==> src/rtl/vga_pkg.sv <==
// Shared VGA timing definitions: standard mode presets and raster-size helpers.
package vga_pkg;

    // Complete timing description of one video mode (sizes in pixels / lines).
    typedef struct packed {
        int h_sync;
        int h_bp;
        int h_active;
        int h_fp;
        int v_sync;
        int v_bp;
        int v_active;
        int v_fp;
        int h_pol;
        int v_pol;
    } vga_timing_t;

    typedef enum logic [0:0] {
        VGA_MODE_640X480_60 = 1'b0,
        VGA_MODE_800X600_72 = 1'b1
    } vga_mode_e;

    // Standard timing sets; 640x480@60 uses active-low syncs, 800x600@72 active-high.
    function automatic vga_timing_t vga_preset(input vga_mode_e mode);
        vga_timing_t t;
        case (mode)
            VGA_MODE_800X600_72: t = '{h_sync: 120, h_bp: 64, h_active: 800, h_fp: 56,
                                       v_sync: 6,   v_bp: 23, v_active: 600, v_fp: 37,
                                       h_pol: 1,    v_pol: 1};
            default:             t = '{h_sync: 96,  h_bp: 48, h_active: 640, h_fp: 16,
                                       v_sync: 2,   v_bp: 33, v_active: 480, v_fp: 10,
                                       h_pol: 0,    v_pol: 0};
        endcase
        return t;
    endfunction

    localparam vga_timing_t VGA_DEFAULT = vga_preset(VGA_MODE_640X480_60);

    // Pixels per complete line, including sync and porches.
    function automatic int h_total(input int sync_w, input int bp, input int active, input int fp);
        return sync_w + bp + active + fp;
    endfunction

    // Lines per complete frame, including sync and porches.
    function automatic int v_total(input int sync_w, input int bp, input int active, input int fp);
        return sync_w + bp + active + fp;
    endfunction

    // True when a non-negative value can be held in an unsigned field of the given width.
    function automatic bit fits_width(input int value, input int width);
        if (width >= 31) begin
            return 1'b1;
        end
        return (value < (1 << width));
    endfunction

endpackage

==> src/rtl/vga_tag_pipe.sv <==
// Clock-enable gated delay line; DEPTH=0 degenerates into a plain wire.
module vga_tag_pipe #(
    parameter int W     = 3,
    parameter int DEPTH = 1
) (
    input  logic         clk,
    input  logic         rst,
    input  logic         i_ce,
    input  logic [W-1:0] i_rst_val,
    input  logic [W-1:0] i_din,
    output logic [W-1:0] o_dout
);

    generate
        if (DEPTH == 0) begin : g_bypass
            // Nothing to delay; the clocking inputs are deliberately left idle.
            logic w_unused;
            assign w_unused = &{1'b0, clk, rst, i_ce, i_rst_val};
            assign o_dout   = i_din;
        end else begin : g_delay
            logic [W-1:0] r_stage [DEPTH];

            // Shift one position per enabled tick; reset loads the idle value everywhere.
            always_ff @(posedge clk or posedge rst) begin
                if (rst) begin
                    for (int i = 0; i < DEPTH; i++) begin
                        r_stage[i] <= i_rst_val;
                    end
                end else if (i_ce) begin
                    r_stage[0] <= i_din;
                    for (int i = 1; i < DEPTH; i++) begin
                        r_stage[i] <= r_stage[i-1];
                    end
                end
            end

            assign o_dout = r_stage[DEPTH-1];
        end
    endgenerate

endmodule

==> src/rtl/vga_timing_gen.sv <==
// Parametrised VGA raster generator: counters, sync, frame-buffer addressing and
// a latency-matched output stage so sync, de and RGB leave together.
module vga_timing_gen
    import vga_pkg::*;
#(
    parameter int H_SYNC   = VGA_DEFAULT.h_sync,
    parameter int H_BP     = VGA_DEFAULT.h_bp,
    parameter int H_ACTIVE = VGA_DEFAULT.h_active,
    parameter int H_FP     = VGA_DEFAULT.h_fp,
    parameter int V_SYNC   = VGA_DEFAULT.v_sync,
    parameter int V_BP     = VGA_DEFAULT.v_bp,
    parameter int V_ACTIVE = VGA_DEFAULT.v_active,
    parameter int V_FP     = VGA_DEFAULT.v_fp,
    parameter int H_POL    = VGA_DEFAULT.h_pol,
    parameter int V_POL    = VGA_DEFAULT.v_pol,
    parameter int PIPE_LAT = 1,
    parameter int COLOR_W  = 4,
    parameter int CNT_W    = 12
) (
    input  logic                   clk,
    input  logic                   rst,
    input  logic                   pix_ce,
    input  logic [3*COLOR_W-1:0]   vga_data,
    output logic [CNT_W-1:0]       h_addr,
    output logic [CNT_W-1:0]       v_addr,
    output logic                   addr_valid,
    output logic                   frame_start,
    output logic                   hsync,
    output logic                   vsync,
    output logic                   de,
    output logic [COLOR_W-1:0]     vga_r,
    output logic [COLOR_W-1:0]     vga_g,
    output logic [COLOR_W-1:0]     vga_b
);

    localparam int H_TOTAL = h_total(H_SYNC, H_BP, H_ACTIVE, H_FP);
    localparam int V_TOTAL = v_total(V_SYNC, V_BP, V_ACTIVE, V_FP);
    localparam int H_START = H_SYNC + H_BP;
    localparam int V_START = V_SYNC + V_BP;

    localparam logic [CNT_W-1:0] C_H_LAST     = CNT_W'(H_TOTAL - 1);
    localparam logic [CNT_W-1:0] C_V_LAST     = CNT_W'(V_TOTAL - 1);
    localparam logic [CNT_W-1:0] C_H_START    = CNT_W'(H_START);
    localparam logic [CNT_W-1:0] C_V_START    = CNT_W'(V_START);
    localparam logic [CNT_W-1:0] C_H_ACT_LAST = CNT_W'(H_START + H_ACTIVE - 1);
    localparam logic [CNT_W-1:0] C_V_ACT_LAST = CNT_W'(V_START + V_ACTIVE - 1);
    localparam logic [CNT_W-1:0] C_H_SYNC     = CNT_W'(H_SYNC);
    localparam logic [CNT_W-1:0] C_V_SYNC     = CNT_W'(V_SYNC);
    localparam logic             C_H_POL      = (H_POL != 0);
    localparam logic             C_V_POL      = (V_POL != 0);

    // Reject configurations the counters or the delay line cannot represent.
    generate
        if (!fits_width(H_TOTAL - 1, CNT_W) || !fits_width(V_TOTAL - 1, CNT_W)) begin : g_bad_cnt_w
            $error("vga_timing_gen: CNT_W too small for the configured raster");
        end
        if (PIPE_LAT < 0 || PIPE_LAT > 4) begin : g_bad_pipe_lat
            $error("vga_timing_gen: PIPE_LAT must be in 0..4");
        end
    endgenerate

    logic [CNT_W-1:0]     r_h_cnt;
    logic [CNT_W-1:0]     r_v_cnt;
    logic                 w_h_last;
    logic                 w_v_last;
    logic                 w_h_vis;
    logic                 w_v_vis;
    logic                 w_hs_raw;
    logic                 w_vs_raw;
    logic [2:0]           w_tag_in;
    logic [2:0]           w_tag_out;
    logic                 w_de_next;
    logic                 r_hsync;
    logic                 r_vsync;
    logic                 r_de;
    logic [3*COLOR_W-1:0] r_rgb;

    assign w_h_last = (r_h_cnt == C_H_LAST);
    assign w_v_last = (r_v_cnt == C_V_LAST);

    // Pixel and line counters; the line counter steps only when the pixel counter wraps.
    always_ff @(posedge clk or posedge rst) begin
        if (rst) begin
            r_h_cnt <= '0;
            r_v_cnt <= '0;
        end else if (pix_ce) begin
            if (w_h_last) begin
                r_h_cnt <= '0;
                r_v_cnt <= w_v_last ? '0 : r_v_cnt + 1'b1;
            end else begin
                r_h_cnt <= r_h_cnt + 1'b1;
            end
        end
    end

    // Counter-phase decode: visible window, addresses, raw (active-high) syncs.
    assign w_h_vis     = (r_h_cnt >= C_H_START) && (r_h_cnt <= C_H_ACT_LAST);
    assign w_v_vis     = (r_v_cnt >= C_V_START) && (r_v_cnt <= C_V_ACT_LAST);
    assign addr_valid  = w_h_vis & w_v_vis;
    assign h_addr      = addr_valid ? (r_h_cnt - C_H_START) : '0;
    assign v_addr      = addr_valid ? (r_v_cnt - C_V_START) : '0;
    assign w_hs_raw    = (r_h_cnt < C_H_SYNC);
    assign w_vs_raw    = (r_v_cnt < C_V_SYNC);
    assign frame_start = pix_ce & (r_h_cnt == '0) & (r_v_cnt == '0);

    // Tags travel alongside the frame-buffer read so they meet the returning pixel.
    assign w_tag_in = {w_hs_raw, w_vs_raw, addr_valid};

    vga_tag_pipe #(
        .W     (3),
        .DEPTH (PIPE_LAT)
    ) u_tag_pipe (
        .clk       (clk),
        .rst       (rst),
        .i_ce      (pix_ce),
        .i_rst_val (3'b000),
        .i_din     (w_tag_in),
        .o_dout    (w_tag_out)
    );

    assign w_de_next = w_tag_out[0];

    // Output register: apply sync polarity and blank RGB outside the visible window.
    always_ff @(posedge clk or posedge rst) begin
        if (rst) begin
            r_hsync <= ~C_H_POL;
            r_vsync <= ~C_V_POL;
            r_de    <= 1'b0;
            r_rgb   <= '0;
        end else if (pix_ce) begin
            r_hsync <= C_H_POL ? w_tag_out[2] : ~w_tag_out[2];
            r_vsync <= C_V_POL ? w_tag_out[1] : ~w_tag_out[1];
            r_de    <= w_de_next;
            r_rgb   <= w_de_next ? vga_data : '0;
        end
    end

    assign hsync = r_hsync;
    assign vsync = r_vsync;
    assign de    = r_de;
    assign vga_r = r_rgb[3*COLOR_W-1 -: COLOR_W];
    assign vga_g = r_rgb[2*COLOR_W-1 -: COLOR_W];
    assign vga_b = r_rgb[COLOR_W-1:0];

endmodule

==> config.mk <==
export PLATFORM = sky130hd
export DESIGN_NAME = vga_timing_gen
export DESIGN_NICKNAME = d
export VERILOG_FILES = /design/src/rtl/vga_pkg.sv /design/src/rtl/vga_tag_pipe.sv /design/src/rtl/vga_timing_gen.sv
export SDC_FILE = /design/constraint.sdc
export NUM_CORES = 1
export LEC_CHECK = 0
export BUFFER_PORTS_ARGS = -buffer_cell sky130_fd_sc_hd__clkbuf_2
export CAP_MARGIN = 30
export CELL_PAD_IN_SITES_DETAIL_PLACEMENT = 1
export CELL_PAD_IN_SITES_GLOBAL_PLACEMENT = 1
export CORE_MARGIN = 2
export CORE_UTILIZATION = 37
export CTS_BUF_LIST = sky130_fd_sc_hd__clkbuf_4
export CTS_CLUSTER_DIAMETER = 60
export CTS_CLUSTER_SIZE = 24
export DETAILED_ROUTE_END_ITERATION = 16
export GPL_TIMING_DRIVEN = 0
export PLACE_DENSITY_LB_ADDON = 0.05
export SYNTH_ARGS = -nofsm -noshare
export SYNTH_HDL_FRONTEND = slang
export SYNTH_SLANG_ARGS = --single-unit
==> constraint.sdc <==
create_clock -name clk -period 3.2 [get_ports clk]
set_clock_uncertainty 0.15 [all_clocks]
set_input_delay 0.48 -clock clk [delete_from_list [all_inputs] [get_ports clk]]
set_output_delay 0.48 -clock clk [all_outputs]
set_load 0.01 [all_outputs]
==> Word level (Yosys, flattened, before mapping) <==
Index checks and enable logic that the tools add are counted.
{ "word_totals": {"register_bits": 42, "latch_bits": 0, "mem_bits_rw": 0, "rom_bits": 0, "input_bits": 15, "output_inout_bits": 41, "mem_count": 0} }
{ "op_classes": {"n_addsub": 4, "n_mul": 0, "div": 0, "magnitude_cmp": 6, "n_eq_ne": 2, "shifts": 0, "mux": 5, "bitwise": 5, "reduce_logical": 5} }
{ "op_table": {"columns": ["operator", "count"], "rows": [
  ["$mux 12", 5],
  ["$add 12x1->12 const B", 2],
  ["$eq 12x10->1 const B", 2],
  ["$le 12x10->1 const B", 2],
  ["$logic_not 12->1", 2],
  ["$ge 12x6->1 const B", 1],
  ["$ge 12x8->1 const B", 1],
  ["$lt 12x2->1 const B", 1],
  ["$lt 12x7->1 const B", 1],
  ["$sub 12x6->12 const B", 1],
  ["$sub 12x8->12 const B", 1],
  ["$and 1x1->1", 3],
  ["$logic_and 1x1->1", 2],
  ["$not 1->1", 2],
  ["$reduce_and 2->1", 1]
]} }

==> Depth between registers and ports, before layout <==
Gate-level depths: netlist (run 1).
{ "logic_depth": {"ltp_word": 4, "ltp_mapped": 7, "ltp_nobuf": 6} }

==> Worst setup path after synthesis (run 1) <==
No wires, ideal clock.
{ "synth_path": {"path_type": "flip-flop to output port", "start": "reg r_v_cnt[6]", "end": "out h_addr[7]", "t_arrival_ns": 1.955, "required_time_ns": 2.570, "slack_ns": 0.615, "path_stages_with_launch": 6, "cell_sequence": "dfrtp_1 > buf_6 > or3_4 > o41ai_4 > o2111ai_4 > nor4_1"} }
{ "synth_via": {"elab_chain_cells": 4} }
{ "synth_rtl": {"columns": ["element", "line", "rtl"], "rows": [
  ["start: declaration", "vga_timing_gen.sv:63", "logic [CNT_W-1:0] r_v_cnt;"],
  ["start signal: assignment", "vga_timing_gen.sv:89", "r_v_cnt <= w_v_last ? '0 : r_v_cnt + 1'b1;"],
  ["$ge 12x6->1 or $le 12x10->1 (tied branches)", "vga_timing_gen.sv:98", "assign w_v_vis = (r_v_cnt >= C_V_START) && (r_v_cnt <= C_V_ACT_LAST);"],
  ["$logic_and 1x1->1 (*)", "vga_timing_gen.sv:98", null],
  ["$and 1x1->1 (*)", "vga_timing_gen.sv:99", "assign addr_valid = w_h_vis & w_v_vis;"],
  ["$mux 12 (*)", "vga_timing_gen.sv:100", "assign h_addr = addr_valid ? (r_h_cnt - C_H_START) : '0;"],
  ["end: declaration", "vga_timing_gen.sv:24", "output logic [CNT_W-1:0] h_addr,"]
]} }
Every way passes the cells marked *; elsewhere a longest branch is shown, timed or not.

==> Final worst setup path (run 1) <==
{ "layout_path": {"start": "reg r_v_cnt[2]", "end": "out h_addr[8]"} }
Same word-level chain as after synthesis.

==> flow_summary.yaml, run 1 <==
timing:
  relSlewSlack_pct: 58.9
  period_share_pct: 98.2
  max_freq_ghz: 0.318
  tightest_slew_ns: 0.616
  setup_viol: 0
  layout_min_cycle_time_ns: 3.14
  hold_viol: 0
  rsz0062_at_grt: "no"
  setup_tns_ns: 0
  finalMaxSlewViolations: 0
status:
  status: "finished clean"
synthesis:
  synth-xor-area-share_pct: 7.74
  synthMuxAreaShare_pct: 2.99
  synth_cells: 275
  yosys_warnings: 0
  yosys.area_share.simple_pct: 25.1
  synth_edf_count: 0
  synth_top_cell_area_share_pct: 36.8
  yosys-top-cells-area: "dfrtp_1 (37%), nor3_2 (6.3%), xnor2_1 (5.5%)"
  post_synth_instance_area_mm2: 0.00272
  yosysTopAreaCell: "dfrtp_1"
  syn-mean-instance-area_um2: 9.88
  yosysUniqueCellTypes: 48
  synth-async-reset-ratio_pct: 100
  yosysSeqAreaShare_pct: 38.8
  synth_top_family_by_area: "simple AND/OR/NAND/NOR gates"
  synth_compound_area_share_pct: 12.5
  syn-num-nets: 299
  synth_adder_area_share_pct: 4.15
  synth-seq-cells: 42
  ys.flop_type: "dfrtp_1"
detailed_routing:
  num_vias: 2334
  vias_per_cell: 5.23
  drc: 0
  postRouteAntennaNets: 0
  wire_per_inst_um: 16.7
  drt-total-wl_mm: 7.45
  first_pass_iters: 4
  drtIter0Drc: 81
setup_path:
  cp.arrival_ns: 2.51
  critPathMaxFanout: 6
  start_kind: "register"
  critPathCaptureType: "output port"
  critical_path_class: "reg -> out"
  worstPathRequired_ns: 2.57
  reg2reg_depth: 7
placement:
  place_inst: 429
  place.port_buffers: 54
  hpwl_mm: 5.50
  routabilityCongestion: 0.811
finish:
  diodes: 0
  drive_gt1_share_pct: 35.7
  syn_to_final_growth_pct: 23.0
  layout.cells.non_filler: 446
  finalNetCount: 370
  post-route-util_pct: 46.6
global_route:
  top_usage_layer: "met2"
  grt-ovfl-total: 0
  gr-usage-all-layers_pct: 19.0
  grt_use_met1_pct: 27.0
  grt_use_met2_pct: 30.8
  grt_max_degree: 29
  antenna_found_initial: 0
  grt_first_pass_wirelength_mm: 11.5
  grt_pass1_vias: 2150
  met3_usage_pct: 3.02
clocking:
  cts_made_buffers: 5
  htreeDepth: 2
  worstSkewPairLatency_ns: 0.37
  cts_tree: "built"
  root_buffer: "clkbuf_4"
  cts_buffer_depth: 2
  path_clk_slew_ns: 0.15
  numClockSinks: 42
job:
  cap_viol_max_count: 0
die:
  num_io_pins: 56
  core_mm2: 0.00718
  dieHeight_um: 89.7
  die_area_mm2: 0.00804
  start_util_pct: 37.9
  rows: 31
  die_w_um: 89.7
power_and_ir_drop:
  leakagePower_uw: 0.00158
  ir_drop_v: 0.000181
  power_density_mw_per_mm2: 446
min_path:
  min_path_cells: 2
  hp-class: "in -> reg"
## metal layers
metal,routed length (um),part of all wire [%],vias up
li1,-,-,1115
met1,3570,48,1170
met2,3540,48,43
met3,295,4.0,6
met4,40,0.54,0
met5,0,0,-
## kinds of logic after synthesis
| logic type | count (synthesis) |
|---|---|
| flip-flops | 42 |
| multiplexers | 8 |
| XOR/XNOR | 24 |
| AO/OA/AOI/OAI | 42 |
| adder cells (fa/ha/maj) | 9 |
| AND/OR/NAND/NOR | 111 |
| buffers and inverters | 38 |
| other | 1 |
## synthesized netlist by cell type, drive strengths merged, types with 2 or more instances
cell type	count
a21o	2
a21oi	9
a22o	12
and3	5
and4	4
buf	18
clkbuf	6
dfrtp	40
dfstp	2
ha	9
inv	14
mux2i	7
nand2	18
nand3	11
nand4	8
nor2	16
nor2b	2
nor3	27
nor3b	3
nor4	8
o21ai	8
o41ai	2
or3	3
xnor2	17
xor2	7
## cell usage in the layout, fill, tap and decap left out, drive strengths merged, types with 2 or more instances in the layout
master and instances:
a21o 2, a21oi 9, a22o 12, and3 5, and4 4, buf 30
clkbuf 61, dfrtp 40, dfstp 2, ha 9, inv 15, mux2i 7
nand2 18, nand3 11, nand4 8, nor2 16, nor2b 2, nor3 27
nor3b 3, nor4 8, o21ai 8, o41ai 2, or3 3, xnor2 17
xor2 7
## report_power, final
part	leakage (uW)	internal, uW	switching (uW)
Clock	0.0000318	89.8	199
Sequential	0.000539	572	57.3
Combinational	0.00101	273	299
## worst max-delay path: stages, from the launching register on
cell and delay (ns):
dfrtp_1 0.44, or3_1 0.41, o41ai_4 0.42, o2111ai_4 0.20
buf_12 0.20, buf_8 0.13, nor3_2 0.17, clkbuf_2 0.16
## state kept, by name, summed over array words and instances, names as in the netlist
register           flops
r_h_cnt               12
u_tag_pipe.o_dout      3
r_v_cnt               12
de                     1
vsync                  1
r_rgb                 12
hsync                  1
## final timing paths
path                                                  start                      to  slack [ns]
max                                  r_v_cnt[2]$_DFFE_PP0P_               h_addr[8]        0.06
min                                            vga_data[11]   r_rgb[11]$_DFFE_PP0P_        0.17
max reg2reg                          r_h_cnt[0]$_DFFE_PP0P_  r_v_cnt[0]$_DFFE_PP0P_        0.85
min reg2reg                u_tag_pipe.o_dout[1]$_DFFE_PP0P_       vsync$_DFFE_PP1P_        0.29
max in group asynchronous                               rst       vsync$_DFFE_PP1P_        1.92
min in group asynchronous                               rst    r_rgb[0]$_DFFE_PP0P_        0.44
## what timing repair did
item | 4_1_cts | 5_1_grt
endpoints found under the setup margin | 22 | 24
endpoints found under the hold margin | 13 | 0
hold buffers | 1 | 0
gates resized for setup | 3 | 11
cloned | 1 | 0
pin swaps | 2 | 1
buffers inserted | 2 | 5
## per-stage QoR
step                      setup WS, ns  instance area, um^2  hold slack [ns]  total power (uW)
final                           0.0588                 3340            0.169              1490
after global routing           0.00108                 3340            0.132              1590
after CTS                       0.0147                 3280            0.159              1490
after detailed placement        0.0663                 3130            0.266              1090
after global placement          0.0630                 3110            0.251              1080
after floorplan                  0.615                 2720            0.241               969
## layout make-up
class,instances,area (um^2)
Fill cell,827,3830
Buffer,24,185
Multi-Input combinational cell,195,1460
Inverter,14,52.6
Tap cell,99,124
Timing Repair Buffer,64,398
Sequential cell,42,1060
Clock buffer,5,37.5
Clock inverter,3,25.0
No activity file was read; power rests on OpenSTA's default activity.
==> run 2: changes to the inputs <==
- CELL_PAD_IN_SITES_DETAIL_PLACEMENT: 1 -> not set
- CELL_PAD_IN_SITES_GLOBAL_PLACEMENT: 1 -> not set
- CORE_MARGIN: 2 -> not set
- CORE_UTILIZATION: 37 -> not set
- PLACE_DENSITY_LB_ADDON: 0.05 -> not set
- SYNTH_HIERARCHICAL: not set -> 1
- TNS_END_PERCENT: not set -> 10
==> run 2 against run 1 <==
Compared with the run above:
- the flow now stops in synthesis (1_2_yosys)
==> flow_summary.yaml, run 2 <==
status:
  status: "did not finish"
  stop_stage: "synthesis (1_2_yosys)"
  error: "ERROR: Found 3 problems in 'check -assert'."
synthesis:
  synth_top_cell_area_share_pct: 35.5
  synth_most_common_cell: "dfrtp_1"
  yosys-stat-area_mm2: 0.00260
  synth-seq-cells: 39
  yosysTopAreaCell: "dfrtp_1"
  synth-async-reset-ratio_pct: 100
  yosys_warnings: 0
  yosys_cells: 287
  yosysUniqueCellTypes: 51
  synth.top_cells.by_count: "dfrtp_1 (37), nand2_1 (29), inv_1 (24), o21ai_0 (20), xnor2_1 (19)"
  yosysSeqAreaShare_pct: 37.6
  synth_edf_count: 0
  yosys-top-cells-area: "dfrtp_1 (36%), xnor2_1 (6.4%), ha_1 (4.3%)"
  ys.flop_type: "dfrtp_1"
run 2: cells by family after synthesis:
group	synth area share, %
buf+inv	9.32
compound gates	9.94
mux	2.35
other cells	0.144
flops	37.6
simple gates	27.6
xor+xnor	8.74
fa+ha+maj	4.32
